File: src/rtl/cla_pipe_adder_if.sv
`timescale 1ns/1ps
`default_nettype none
// ============================================================================
// Module   : cla_pipe_adder_if
// Purpose  : Operand/result handshake bundle for cla_pipe_adder.
//            The sub select exists only when CLA_PIPE_SUB_EN is defined.
// Revision : 1.0 - initial release
// ============================================================================
interface cla_pipe_adder_if #(
    parameter int WIDTH = 16
);
    logic             in_valid;
    logic             in_ready;
    logic [WIDTH-1:0] a;
    logic [WIDTH-1:0] b;
    logic             cin;
`ifdef CLA_PIPE_SUB_EN
    logic             sub;
`endif
    logic             out_valid;
    logic             out_ready;
    logic [WIDTH-1:0] sum;
    logic             cout;
    logic             ovf;
    logic             zero;

`ifdef CLA_PIPE_SUB_EN
    modport master (
        output in_valid, a, b, cin, sub, out_ready,
        input  in_ready, out_valid, sum, cout, ovf, zero
    );
    modport slave (
        input  in_valid, a, b, cin, sub, out_ready,
        output in_ready, out_valid, sum, cout, ovf, zero
    );
`else
    modport master (
        output in_valid, a, b, cin, out_ready,
        input  in_ready, out_valid, sum, cout, ovf, zero
    );
    modport slave (
        input  in_valid, a, b, cin, out_ready,
        output in_ready, out_valid, sum, cout, ovf, zero
    );
`endif
endinterface
`default_nettype wire

File: src/rtl/cla_pipe_adder.sv
`timescale 1ns/1ps
`default_nettype none
// ============================================================================
// Module   : cla_pipe_adder
// Purpose  : Pipelined two-level carry-lookahead adder with valid/ready flow.
//            Optional subtract mode enabled by defining CLA_PIPE_SUB_EN.
// Revision : 1.0 - initial release
// ============================================================================
module cla_pipe_adder #(
    parameter int WIDTH  = 16,
    parameter int STAGES = 2
) (
    input  wire logic        clk,
    input  wire logic        rst_n,
    cla_pipe_adder_if.slave  bus
);
    localparam int SEG_W = WIDTH / STAGES;
    localparam int GPS   = SEG_W / 4;

    // Returns {carry_out, sum} of one segment; group carries are sum-of-products
    // of group G/P terms, so no carry ripples between groups.
    function automatic logic [SEG_W:0] seg_add(
        input logic [SEG_W-1:0] x,
        input logic [SEG_W-1:0] y,
        input logic             c0
    );
        logic [SEG_W-1:0] p;
        logic [SEG_W-1:0] g;
        logic [SEG_W-1:0] bc;
        logic [GPS-1:0]   gp;
        logic [GPS-1:0]   gg;
        logic [GPS:0]     gc;
        logic             term;
        logic             ci;
        p = x ^ y;
        g = x & y;
        for (int j = 0; j < GPS; j++) begin
            gp[j] = &p[4*j +: 4];
            gg[j] = g[4*j+3] | (p[4*j+3] & g[4*j+2])
                  | (p[4*j+3] & p[4*j+2] & g[4*j+1])
                  | (p[4*j+3] & p[4*j+2] & p[4*j+1] & g[4*j]);
        end
        gc[0] = c0;
        for (int j = 1; j <= GPS; j++) begin
            gc[j] = 1'b0;
            for (int k = 0; k < j; k++) begin
                term = gg[k];
                for (int m = k + 1; m < j; m++) term = term & gp[m];
                gc[j] = gc[j] | term;
            end
            term = c0;
            for (int m = 0; m < j; m++) term = term & gp[m];
            gc[j] = gc[j] | term;
        end
        for (int j = 0; j < GPS; j++) begin
            ci          = gc[j];
            bc[4*j]     = ci;
            bc[4*j+1]   = g[4*j] | (p[4*j] & ci);
            bc[4*j+2]   = g[4*j+1] | (p[4*j+1] & g[4*j]) | (p[4*j+1] & p[4*j] & ci);
            bc[4*j+3]   = g[4*j+2] | (p[4*j+2] & g[4*j+1])
                        | (p[4*j+2] & p[4*j+1] & g[4*j])
                        | (p[4*j+2] & p[4*j+1] & p[4*j] & ci);
        end
        return {gc[GPS], p ^ bc};
    endfunction

    logic             adv;
    logic [WIDTH-1:0] b_in;
    logic             c_in;

    assign adv          = bus.out_ready | ~g_stage[STAGES-1].valid_q;
    assign bus.in_ready = adv;

    always_comb begin
`ifdef CLA_PIPE_SUB_EN
        b_in = bus.sub ? ~bus.b : bus.b;
        c_in = bus.sub ? 1'b1 : bus.cin;
`else
        b_in = bus.b;
        c_in = bus.cin;
`endif
    end

    for (genvar s = 0; s < STAGES; s++) begin : g_stage
        localparam int REM_IN  = WIDTH - SEG_W * s;
        localparam int REM_OUT = REM_IN - SEG_W;
        localparam int DONE_W  = SEG_W * (s + 1);

        logic              src_valid;
        logic [REM_IN-1:0] src_a;
        logic [REM_IN-1:0] src_b;
        logic              src_c;
        logic [SEG_W:0]    seg;
        logic [DONE_W-1:0] sum_cat;
        logic              valid_q, valid_d;
        logic              carry_q, carry_d;
        logic [DONE_W-1:0] sum_q, sum_d;

        assign seg = seg_add(src_a[SEG_W-1:0], src_b[SEG_W-1:0], src_c);

        if (s == 0) begin : g_head
            assign src_valid = bus.in_valid;
            assign src_a     = bus.a;
            assign src_b     = b_in;
            assign src_c     = c_in;
            assign sum_cat   = seg[SEG_W-1:0];
        end else begin : g_body
            assign src_valid = g_stage[s-1].valid_q;
            assign src_a     = g_stage[s-1].g_fwd.a_q;
            assign src_b     = g_stage[s-1].g_fwd.b_q;
            assign src_c     = g_stage[s-1].carry_q;
            assign sum_cat   = {seg[SEG_W-1:0], g_stage[s-1].sum_q};
        end

        always_comb begin
            valid_d = adv ? src_valid : valid_q;
            carry_d = adv ? seg[SEG_W] : carry_q;
            sum_d   = adv ? sum_cat    : sum_q;
        end

        always_ff @(posedge clk or negedge rst_n) begin
            if (!rst_n) begin
                valid_q <= 1'b0;
                carry_q <= 1'b0;
                sum_q   <= '0;
            end else begin
                valid_q <= valid_d;
                carry_q <= carry_d;
                sum_q   <= sum_d;
            end
        end

        // Operand bits not yet consumed travel with the partial sum.
        if (REM_OUT > 0) begin : g_fwd
            logic [REM_OUT-1:0] a_q, a_d, b_q, b_d;

            always_comb begin
                a_d = adv ? src_a[REM_IN-1:SEG_W] : a_q;
                b_d = adv ? src_b[REM_IN-1:SEG_W] : b_q;
            end

            always_ff @(posedge clk or negedge rst_n) begin
                if (!rst_n) begin
                    a_q <= '0;
                    b_q <= '0;
                end else begin
                    a_q <= a_d;
                    b_q <= b_d;
                end
            end
        end

        if (s == STAGES - 1) begin : g_tail
            logic ovf_q, ovf_d, zero_q, zero_d;
            logic cmsb;

            // Sum bit = p ^ carry-in, so the carry into the MSB is recovered from it.
            assign cmsb = seg[SEG_W-1] ^ src_a[SEG_W-1] ^ src_b[SEG_W-1];

            always_comb begin
                ovf_d  = adv ? (cmsb ^ seg[SEG_W]) : ovf_q;
                zero_d = adv ? ~|sum_cat : zero_q;
            end

            always_ff @(posedge clk or negedge rst_n) begin
                if (!rst_n) begin
                    ovf_q  <= 1'b0;
                    zero_q <= 1'b0;
                end else begin
                    ovf_q  <= ovf_d;
                    zero_q <= zero_d;
                end
            end
        end
    end

    assign bus.out_valid = g_stage[STAGES-1].valid_q;
    assign bus.sum       = g_stage[STAGES-1].sum_q;
    assign bus.cout      = g_stage[STAGES-1].carry_q;
    assign bus.ovf       = g_stage[STAGES-1].g_tail.ovf_q;
    assign bus.zero      = g_stage[STAGES-1].g_tail.zero_q;

endmodule
`default_nettype wire

File: src/flat_wrapper.sv
// flat-port wrapper written by rule: the top's interface ports become plain ports
module cla_pipe_adder_flat 
#(
    parameter int WIDTH  = 16,
    parameter int STAGES = 2
)
  (clk, rst_n, bus_in_valid, bus_a, bus_b, bus_cin, bus_out_ready, bus_in_ready, bus_out_valid, bus_sum, bus_cout, bus_ovf, bus_zero);
  cla_pipe_adder_if #(.WIDTH(WIDTH)) bus_i ();
  input  wire logic clk;
  input  wire logic rst_n;
  input wire logic [$bits(bus_i.in_valid)-1:0] bus_in_valid;
  input wire logic [$bits(bus_i.a)-1:0] bus_a;
  input wire logic [$bits(bus_i.b)-1:0] bus_b;
  input wire logic [$bits(bus_i.cin)-1:0] bus_cin;
  input wire logic [$bits(bus_i.out_ready)-1:0] bus_out_ready;
  output wire logic [$bits(bus_i.in_ready)-1:0] bus_in_ready;
  output wire logic [$bits(bus_i.out_valid)-1:0] bus_out_valid;
  output wire logic [$bits(bus_i.sum)-1:0] bus_sum;
  output wire logic [$bits(bus_i.cout)-1:0] bus_cout;
  output wire logic [$bits(bus_i.ovf)-1:0] bus_ovf;
  output wire logic [$bits(bus_i.zero)-1:0] bus_zero;
  assign bus_i.in_valid = bus_in_valid;
  assign bus_i.a = bus_a;
  assign bus_i.b = bus_b;
  assign bus_i.cin = bus_cin;
  assign bus_i.out_ready = bus_out_ready;
  assign bus_in_ready = bus_i.in_ready;
  assign bus_out_valid = bus_i.out_valid;
  assign bus_sum = bus_i.sum;
  assign bus_cout = bus_i.cout;
  assign bus_ovf = bus_i.ovf;
  assign bus_zero = bus_i.zero;
  cla_pipe_adder #(.WIDTH(WIDTH), .STAGES(STAGES)) u_core (.clk(clk), .rst_n(rst_n), .bus(bus_i));
endmodule
File: config.mk
export PLATFORM = sky130hd
export DESIGN_NAME = cla_pipe_adder_flat
export DESIGN_NICKNAME = d
export VERILOG_FILES = /design/src/rtl/cla_pipe_adder_if.sv /design/src/rtl/cla_pipe_adder.sv /design/src/flat_wrapper.sv
export SDC_FILE = /design/constraint.sdc
export NUM_CORES = 1
export LEC_CHECK = 0
export CORE_UTILIZATION = 45
export CTS_CLUSTER_SIZE = 12
export DETAILED_ROUTE_END_ITERATION = 8
export PLACE_DENSITY_LB_ADDON = 0.1
export SETUP_SLACK_MARGIN = 0.05
export SLEW_MARGIN = 10
export SYNTH_ARGS = -nofsm -noshare
export SYNTH_HDL_FRONTEND = slang
export SYNTH_SLANG_ARGS = --single-unit
File: constraint.sdc
create_clock -name clk -period 3.4 [get_ports clk]
set_input_delay 0.68 -clock clk [delete_from_list [all_inputs] [get_ports clk]]
set_output_delay 0.68 -clock clk [all_outputs]
set_load 0.01 [all_outputs]
==> flow_metrics.env, run 1 <==
export IMPL_switching_share_pct=31.85
export IMPL_p_seq_share_pct=41.0
export IMPL_post_cts_buffers=0
export IMPL_cts_sinks=46
export IMPL_grt_first_pass_wirelength_mm=8.542
export IMPL_htree_levels=2
export IMPL_wl_met3_um=191
export IMPL_leakage_nw=1.516
export IMPL_cpLargestDelayFamily="adder cells"
export IMPL_power_density_nw_per_um2=578.7
export IMPL_p_comb_share_pct=36.9
export IMPL_critPathMaxFanout=2
export IMPL_path_cells="ha_1, a211oi_2, o21bai_1, a21o_1, fa_1, nor4_2, nand4_1, or3_1, a22oi_2"
export IMPL_crit_buf_inv=0
export IMPL_grt_antenna_before_repair=0
export IMPL_period_share_pct=83.57
export IMPL_worstPathRequired_ps=3630
export IMPL_ys_seq_area_share_pct=46.05
export IMPL_rsz0062_at_grt="no"
export IMPL_maxSlewHeadroom_pct=33.45
export IMPL_tns_ps=0
export IMPL_gp_congestion=0.7565
export IMPL_avgSynthCellArea_um2=9.157
export IMPL_synth_cells=273
export IMPL_setup_violations=0
export IMPL_tightest_slew_ps=998.2
export IMPL_crit_path_max_incr_delay_ps=520
export IMPL_layout_drive_gt1_share_pct=5.488
export IMPL_root_buffer="clkbuf_8"
export IMPL_wl_met1_mm=2.378
export IMPL_p_int_w=0.001279
export IMPL_async_reset_ff_share_pct=100.0
export IMPL_synth_commonest_cells="91 x nand2_1, 46 x dfrtp_1, 17 x a21oi_1"
export IMPL_die_y_um=76.54
export IMPL_r2r_end="u_core.bus.zero"
export IMPL_dp_hpwl_mm=3.514
export IMPL_numCtsBuffers=5
export IMPL_cts_resized=0
export IMPL_num_vias=1986
export IMPL_crit_path_start_kind="register"
export IMPL_highest_layer="met4"
export IMPL_clockBufferDepth=2
export IMPL_vias_per_cell=4.990
export IMPL_placed_cells=391
export IMPL_clk_transition_reported_paths_ps=80
export IMPL_route_met2_wl_mm=2.263
export IMPL_grt_max_degree=53
export IMPL_reg2reg_from="u_core.g_stage[0].g_fwd.b_q[0]"
export IMPL_initial_core_util_pct=47.73
export IMPL_clk_latency_ps=300
export IMPL_area_delta_synth_final_pct=29.73
export IMPL_hold_depth=2
export IMPL_yosysWarnings=0
export IMPL_critPathSlowestCell="fa_1"
export IMPL_finClkSkew_ps=4.681
export IMPL_die_x_um=76.54
export IMPL_min_path_type="register to register"
export IMPL_grt_pass1_vias=1938
export IMPL_run_status="complete, no violations"
export IMPL_grt_use_total_pct=18.28
export IMPL_synth_most_common_cell="nand2_1"
export IMPL_hold_buffers=0
export IMPL_first_pass_iters=4
export IMPL_ir_drop_mv=0.3002
export IMPL_cts_tree="yes"
export IMPL_r2r_slack_ps=560
export IMPL_portBuffers=57
export IMPL_gr_total_overflow=0
export IMPL_holdPathEnd="u_core.bus.sum[4]"
export IMPL_row_count=26
export IMPL_synth_edf_count=0
export IMPL_min_from="u_core.bus.sum[4]"
export IMPL_netlist_area_um2=2500
export IMPL_route_detailed_drc=0
export IMPL_ys_top_cells_by_area="dfrtp_1 46%, nand2_1 14%, ha_1 8.0%, a21oi_1 3.4%, fa_1 3.2%"
export IMPL_final_antenna_net_count=0
export IMPL_pwr_share_clk_pct=22.1
export IMPL_worstSetupPathType="register to register"
export IMPL_core_area_um2=5238
export IMPL_arrival_ps=3070
export IMPL_ys_seq_elements=46
export IMPL_maxCapViolCount=0
export IMPL_wl_mm=4.892
export IMPL_fmax_mhz=351.9
export IMPL_synth_distinct_cells=43
export IMPL_critPathCaptureType="register"
export IMPL_hold_violations=0
export IMPL_ys_flop_type="dfrtp_1"
export IMPL_fin_nets=385
export IMPL_final_max_slew_viol_count=0
export IMPL_synth_nets=330
export IMPL_antenna_cells=0
export IMPL_r2r_cells=9
export IMPL_dieArea_um2=5858
export IMPL_yosys_area_top_type_share_pct=46.05
export IMPL_pin_count=58
export IMPL_wl_per_cell_um=12.29
export IMPL_p_switching_w=0.0005977
export IMPL_fin_cells=398
export IMPL_fin_crit_ps=2841
export IMPL_drt_iter0_markers=72
export IMPL_yosysTopAreaCell="dfrtp_1"
-- power groups by stage --
| stage | clock network, W | registers [W] | logic (W) |
|---|---|---|---|
| global route | 0.000445 | 0.000789 | 0.000765 |
| global placement | 0 | 0.000778 | 0.000687 |
| detailed placement | 0 | 0.000782 | 0.000698 |
| finish | 0.000414 | 0.000769 | 0.000693 |
| floorplan | 0 | 0.000808 | 0.000359 |
| CTS | 0.000427 | 0.000772 | 0.000704 |
-- cells by family (layout without fill, tap and decap cells) --
logic type / count (synthesis) / in the layout / synth area share (%)
mux: 3 / 3 / 1.301
fa+ha+maj: 20 / 20 / 11.21
simple gates: 127 / 127 / 23.17
flops: 46 / 46 / 46.05
xor+xnor: 11 / 11 / 3.854
compound gates: 44 / 44 / 10.96
buf+inv: 22 / 77 / 3.453
-- tightest hold or removal path, stage by stage (launching register included) --
cell and delay [ps]:
dfrtp_1 340, nand2_1 50, nand2_1 50
-- placed cells by master, fill, tap and decap left out, types with 3 or more instances in the layout --
master           netlist  final
nand2_1               91     91
inv_1                 10     10
ha_1                  16     16
xor2_1                 3      3
o21ai_0                7      7
clkdlybuf4s50_1        0     56
nand3_1                3      3
a21o_1                 6      6
a21oi_1               17     17
nor4_1                 3      3
o21ai_1                4      4
fa_1                   4      4
clkbuf_8               0      6
dfrtp_1               46     46
xnor2_1                8      8
nor2_1                10     10
-- routing by layer --
metal / GRT usage [%] / up-vias
li1: - / 1026
met1: 24.28 / 906
met2: 29.91 / 47
met3: 4.072 / 7
met4: 5.192 / 0
met5: 0 / -
-- cell type report --
cell class,instances,area (um^2)
Clock buffer,6,82.58
Clock inverter,1,30.03
Fill cell,470,1994
Inverter,11,41.29
Multi-Input combinational cell,205,1270
Sequential cell,46,1151
Tap cell,70,87.58
Timing Repair Buffer,59,580.6
-- registers in the layout, summed over array words and instances, names as in the netlist --
| register | flops |
|---|---|
| u_core.bus.sum | 16 |
| u_core.g_stage.g_fwd.a_q | 8 |
| u_core.g_stage.g_fwd.b_q | 8 |
| u_core.g_stage.sum_q | 8 |
| u_core.bus.cout | 1 |
| u_core.bus.out_valid | 1 |
| u_core.bus.ovf | 1 |
| u_core.bus.zero | 1 |
| u_core.g_stage.carry_q | 1 |
| u_core.g_stage.valid_q | 1 |
-- through the flow --
stage | area, um^2 | hold slack, ps | setup slack [ps] | power, W | util (%)
after floorplan | 2500 | 384.4 | 749.1 | 0.001167 | -
after global placement | 3131 | 438.9 | 500.1 | 0.001466 | 59.77
after detailed placement | 3131 | 454.9 | 442.5 | 0.001480 | 59.77
after CTS | 3243 | 474.5 | 524.0 | 0.001902 | 61.92
after global routing | 3243 | 490.2 | 374.1 | 0.001999 | 61.92
final | 3243 | 466.2 | 558.7 | 0.001877 | 61.92
-- worst max-delay path by stage --
stage,cells after the start,end,slack [ps],start
after floorplan,9,u_core.bus.zero,750,u_core.g_stage[0].g_fwd.b_q[0]
after global placement,9,u_core.g_stage[0].sum_q[5],500,bus_b[0]
after detailed placement,9,u_core.g_stage[0].sum_q[5],440,bus_b[0]
after CTS,9,u_core.bus.zero,520,u_core.g_stage[0].g_fwd.b_q[0]
after global routing,9,u_core.bus.zero,370,u_core.g_stage[0].g_fwd.a_q[0]
final,9,u_core.bus.zero,560,u_core.g_stage[0].g_fwd.b_q[0]
Power figures use the tool's default switching activity.
==> run 2, diff against run 1 <==
Clock period 3.4 ns to 2.7 ns, I/O delays scaled along.
==> run 2 against run 1 <==
Core utilization grew 0.45 points. Combinational power grew 29%. Largest cell class unchanged. Maximum frequency grew 10%. Largest power group unchanged. Non-clock buffer count grew 6. Worst hold slack lost 150 ps.
==> flow_metrics.env, run 2 (synthesis results as in run 1) <==
export IMPL_fin_ws_ps=121.8
export IMPL_fin_nets=391
export IMPL_row_count=26
export IMPL_p_switching_w=0.0007477
export IMPL_cts_tree="yes"
export IMPL_p_comb_share_pct=39.8
export IMPL_fmax_mhz=387.9
export IMPL_finClkSkew_ps=6.242
export IMPL_cts_resized=0
export IMPL_period_share_pct=95.49
export IMPL_p_seq_share_pct=42.9
export IMPL_core_area_um2=5238
export IMPL_grt_antenna_before_repair=0
export IMPL_cts_sinks=46
export IMPL_final_cell_mix="91 x nand2_1, 56 x clkdlybuf4s50_1, 46 x dfrtp_1, 17 x a21oi_1, 16 x ha_1"
export IMPL_worstSetupPathType="register to register"
export IMPL_dp_hpwl_mm=3.597
export IMPL_placed_cell_area_um2=3188
export IMPL_vias_per_cell=5.000
export IMPL_final_common_cell="nand2_1"
export IMPL_final_antenna_net_count=0
export IMPL_final_max_slew_viol_count=0
export IMPL_clk_latency_ps=290
export IMPL_run_status="complete, no violations"
export IMPL_wl_per_cell_um=11.95
export IMPL_layout_drive_gt1_share_pct=7.186
export IMPL_min_path_type="primary input to async pin"
export IMPL_p_int_w=0.001509
export IMPL_largest_reg_flops=16
export IMPL_hold_violations=0
export IMPL_grt_util_met2_pct=31.08
export IMPL_num_vias=2020
export IMPL_final_core_util_pct=62.37
export IMPL_grt_use_met1_pct=25.52
export IMPL_wl_mm=4.829
export IMPL_grt_first_pass_wirelength_mm=8.880
export IMPL_fin_crit_ps=2578
export IMPL_leakage_nw=1.535
export IMPL_worstPathRequired_ps=2920
export IMPL_gp_congestion=0.7396
export IMPL_grt_use_total_pct=19.08
export IMPL_busiest_layer="met2"
export IMPL_antenna_cells=0
export IMPL_root_buffer="clkbuf_8"
export IMPL_power_density_nw_per_um2=690.7
export IMPL_drt_iter0_markers=83
export IMPL_seqCellArea_um2=1151
export IMPL_final_area_um2=3267
export IMPL_die_x_um=76.54
export IMPL_grt_max_degree=49
export IMPL_numCtsBuffers=5
export IMPL_grt_pass1_vias=1992
export IMPL_setup_violations=0
export IMPL_clk_transition_reported_paths_ps=80
export IMPL_critPathCaptureType="register"
export IMPL_rsz0062_at_grt="yes"
export IMPL_switching_share_pct=33.13
export IMPL_portBuffers=57
export IMPL_area_delta_synth_final_pct=30.68
export IMPL_multi_input_area_um2=1270
export IMPL_maxSlewHeadroom_pct=61.72
export IMPL_gr_total_overflow=0
export IMPL_pin_count=58
export IMPL_first_pass_iters=4
export IMPL_arrival_ps=2800
export IMPL_die_y_um=76.54
export IMPL_clockBufferDepth=2
export IMPL_htree_levels=2
export IMPL_tightest_slew_ps=574.2
export IMPL_grt_use_met3_pct=3.234
export IMPL_fillers=502
export IMPL_route_detailed_drc=0
export IMPL_dieArea_um2=5858
export IMPL_ir_drop_mv=0.3299
export IMPL_pwr_share_clk_pct=17.4
export IMPL_initial_core_util_pct=47.73
export IMPL_crit_path_start_kind="register"
export IMPL_pre_cts_ws_ps=-45.10
export IMPL_critPathMaxFanout=2
export IMPL_maxCapViolCount=0
[run 2: final timing paths]
path,startpoint,endpoint,slack (ps),cells after the start
worst max-delay path,u_core.g_stage[0].g_fwd.b_q[0],u_core.bus.zero,120,9
worst min-delay path,rst_n,u_core.bus.sum[2],320,2
worst max register to register,u_core.g_stage[0].g_fwd.b_q[0],u_core.bus.zero,120,9
worst min register to register,u_core.g_stage[0].valid_q,u_core.bus.out_valid,460,1
max in group asynchronous,rst_n,u_core.bus.sum[7],1990,2
min in group clk,u_core.g_stage[0].valid_q,u_core.bus.out_valid,460,1
[run 2: cell type report]
cell class / count / share of cell area [%]
Multi-Input combinational cell: 205 / 38.87
Sequential cell: 46 / 35.24
Timing Repair Buffer: 65 / 19.53
Tap cell: 70 / 2.681
Clock buffer: 5 / 2.106
Inverter: 11 / 1.264
Clock inverter: 2 / 0.3064
[run 2: what timing repair did]
action	4_1_cts	5_1_grt
hold buffers	0	0
buffers inserted	0	0
endpoints found under the setup margin	1	1
pin swaps	2	0
[run 2: power groups by stage]
stage | Clock (W) | Combinational [W] | Sequential (W)
after floorplan | 0 | 0.000452 | 0.00102
after global routing | 0.000436 | 0.00100 | 0.000995
after global placement | 0 | 0.000892 | 0.000979
final | 0.000392 | 0.000897 | 0.000967
after CTS | 0.000407 | 0.000908 | 0.000972
after detailed placement | 0 | 0.000905 | 0.000982
[run 2: critical path: stages, from the launching register on]
cell and delay [ps]:
dfrtp_1 380, ha_1 310, a211oi_2 250, o21bai_1 100, a21o_1 200, fa_1 480, nor4_2 160, nand4_1 110
or3_1 330, a22oi_2 180
[run 2: stage by stage]
stage          power, W  setup TNS [ps]  hold WS [ps]  std cells
4_1_cts        0.002287               0         337.9        404
6_report       0.002256               0         318.0        404
3_5_place_dp   0.001888          -45.10         446.0        397
3_3_place_gp   0.001871               0         439.8        397
5_1_grt        0.002435               0         365.9        404
2_1_floorplan  0.001469               0         244.4        273
[run 2: per-layer routing]
| layer | vias up | wire [um] |
|---|---|---|
| met2 | 45 | 2228 |
| met1 | 932 | 2351 |
| met3 | 7 | 182 |
| met5 | - | 0 |
| li1 | 1036 | - |
| met4 | 0 | 66 |
==> run 3, diff against run 2 <==
--- a/config.mk
+++ b/config.mk
@@ -7,2 +7,3 @@
 export LEC_CHECK = 0
+export CAP_MARGIN = 20
 export CORE_UTILIZATION = 45
--- a/constraint.sdc
+++ b/constraint.sdc
@@ -3,2 +3,2 @@
 set_output_delay 0.54 -clock clk [all_outputs]
-set_load 0.01 [all_outputs]
+set_load 0.005 [all_outputs]
==> run 3 against run 2 <==
Routed wire length is 4.1% higher. Register-to-register slack gained 30 ps. First-iteration DRC count is 3.6% higher. Highest routed layer unchanged. Maximum frequency grew 1.1%. Sequential cell count is the same. Largest cell class unchanged. Power is 0.33% lower. Worst hold slack worse by 300 ps.
==> flow_metrics.env, run 3 (synthesis results as in run 1) <==
export IMPL_worstSetupPathType="register to register"
export IMPL_fillers=472
export IMPL_layout_drive_gt1_share_pct=7.738
export IMPL_row_count=26
export IMPL_path_cells="ha_1, a211oi_2, o21bai_1, a21o_1, fa_1, nor4_2, nand4_1, or3_1, a22oi_2"
export IMPL_antenna_cells=0
export IMPL_wl_met3_um=159
export IMPL_fin_crit_ps=2550
export IMPL_highest_layer="met4"
export IMPL_final_common_cell="nand2_1"
export IMPL_die_y_um=76.54
export IMPL_wl_mm=5.028
export IMPL_fin_nets=394
export IMPL_maxCapViolCount=0
export IMPL_core_area_um2=5238
export IMPL_min_path_type="primary input to async pin"
export IMPL_placed_cells=399
export IMPL_maxSlewHeadroom_pct=65.23
export IMPL_placed_cell_area_um2=3191
export IMPL_wl_per_cell_um=12.38
export IMPL_num_vias=2030
export IMPL_fmax_mhz=392.2
export IMPL_gr_total_overflow=0
export IMPL_grt_use_total_pct=19.28
export IMPL_grt_antenna_before_repair=0
export IMPL_critPathSlowestCell="fa_1"
export IMPL_cts_resized=0
export IMPL_worstPathRequired_ps=2920
export IMPL_worst_path_stages=9
export IMPL_drt_iter0_markers=86
export IMPL_setup_violations=0
export IMPL_vias_per_cell=5.000
export IMPL_numCtsBuffers=5
export IMPL_critPathMaxFanout=2
export IMPL_cts_sinks=46
export IMPL_largest_reg_flops=16
export IMPL_ir_drop_mv=0.4336
export IMPL_die_x_um=76.54
export IMPL_crit_buf_inv=0
export IMPL_wl_met1_mm=2.461
export IMPL_crit_path_max_incr_delay_ps=480
export IMPL_final_antenna_net_count=0
export IMPL_cts_tree="yes"
export IMPL_final_max_slew_viol_count=0
export IMPL_clk_latency_ps=290
export IMPL_r2r_cells=9
export IMPL_tightest_slew_ps=517.8
export IMPL_leakage_nw=1.545
export IMPL_clockBufferDepth=2
export IMPL_final_core_util_pct=62.64
export IMPL_dieArea_um2=5858
export IMPL_portBuffers=57
export IMPL_crit_path_start_kind="register"
export IMPL_run_status="complete, no violations"
export IMPL_arrival_ps=2770
export IMPL_route_detailed_drc=0
export IMPL_route_met2_wl_mm=2.349
export IMPL_fin_cells=406
export IMPL_clk_transition_reported_paths_ps=80
export IMPL_hold_buffers=0
export IMPL_period_share_pct=94.45
export IMPL_gp_congestion=0.7481
export IMPL_cp_endpoint="u_core.bus.zero"
export IMPL_initial_core_util_pct=47.73
export IMPL_power_density_nw_per_um2=685.5
export IMPL_cpLargestDelayFamily="adder cells"
export IMPL_crit_start="u_core.g_stage[0].g_fwd.b_q[0]"
export IMPL_r2r_slack_ps=150
export IMPL_htree_levels=2
export IMPL_first_pass_iters=4
export IMPL_root_buffer="clkbuf_8"
export IMPL_final_area_um2=3281
export IMPL_final_cell_mix="91 x nand2_1, 56 x clkdlybuf4s50_1, 46 x dfrtp_1, 17 x a21oi_1, 16 x ha_1"
export IMPL_critPathCaptureType="register"
export IMPL_hold_violations=0
export IMPL_rsz0062_at_grt="yes"
export IMPL_finClkSkew_ps=6.177
export IMPL_grt_pass1_vias=2061
export IMPL_r2r_end="u_core.bus.zero"
export IMPL_tns_ps=0
export IMPL_pin_count=58
export IMPL_grt_max_degree=35
export IMPL_dp_hpwl_mm=3.717
export IMPL_grt_first_pass_wirelength_mm=9.156
export IMPL_reg2reg_from="u_core.g_stage[0].g_fwd.b_q[0]"
export IMPL_area_delta_synth_final_pct=31.23
## run 3: stage by stage
stage / power [W] / worst slack (ps) / hold slack (ps)
finish: 0.002249 / 150.0 / 21.97
global route: 0.002416 / 42.63 / 6.707
CTS: 0.002274 / 77.32 / 9.480
detailed placement: 0.001842 / -59.80 / 331.3
global placement: 0.001827 / 18.51 / 328.7
floorplan: 0.001427 / 64.26 / 244.4
## run 3: worst min path at each step
stage           from  slack, ps  cells past startpoint                end
6_report       rst_n         20                      1  u_core.bus.sum[2]
3_5_place_dp   rst_n        330                      1  u_core.bus.sum[2]
3_3_place_gp   rst_n        330                      1  u_core.bus.sum[2]
5_1_grt        rst_n          7                      1  u_core.bus.sum[2]
2_1_floorplan  rst_n        240                      0    u_core.bus.cout
4_1_cts        rst_n          9                      1  u_core.bus.sum[2]
## run 3: metal layers
| layer | vias to the layer above | global-route usage (%) |
|---|---|---|
| li1 | 1049 | - |
| met1 | 939 | 25.99 |
| met2 | 36 | 31.26 |
| met3 | 6 | 3.593 |
| met4 | 0 | 6.346 |
| met5 | - | 0 |
## run 3: cell type report
cell class,instances,area [um^2],share of cell area (%)
multi-input cells,205,1270,38.71
flip-flops and latches,46,1151,35.09
repair buffers,68,648.1,19.76
well taps,70,87.58,2.670
clock buffers,6,82.58,2.517
inverters,11,41.29,1.259
## run 3: timing repair
item / CTS / global route
buffers inserted: 1 / 0
pin swaps: 2 / 2
cloned: 0 / 0
endpoints found under the hold margin: 0 / 0
endpoints found under the setup margin: 1 / 1
## run 3: power by group
| part | total [W] | internal [W] | switching (W) |
|---|---|---|---|
| Sequential | 0.000971 | 0.000858 | 0.000113 |
| Clock | 0.000413 | 0.000198 | 0.000216 |
| Combinational | 0.000865 | 0.000483 | 0.000382 |
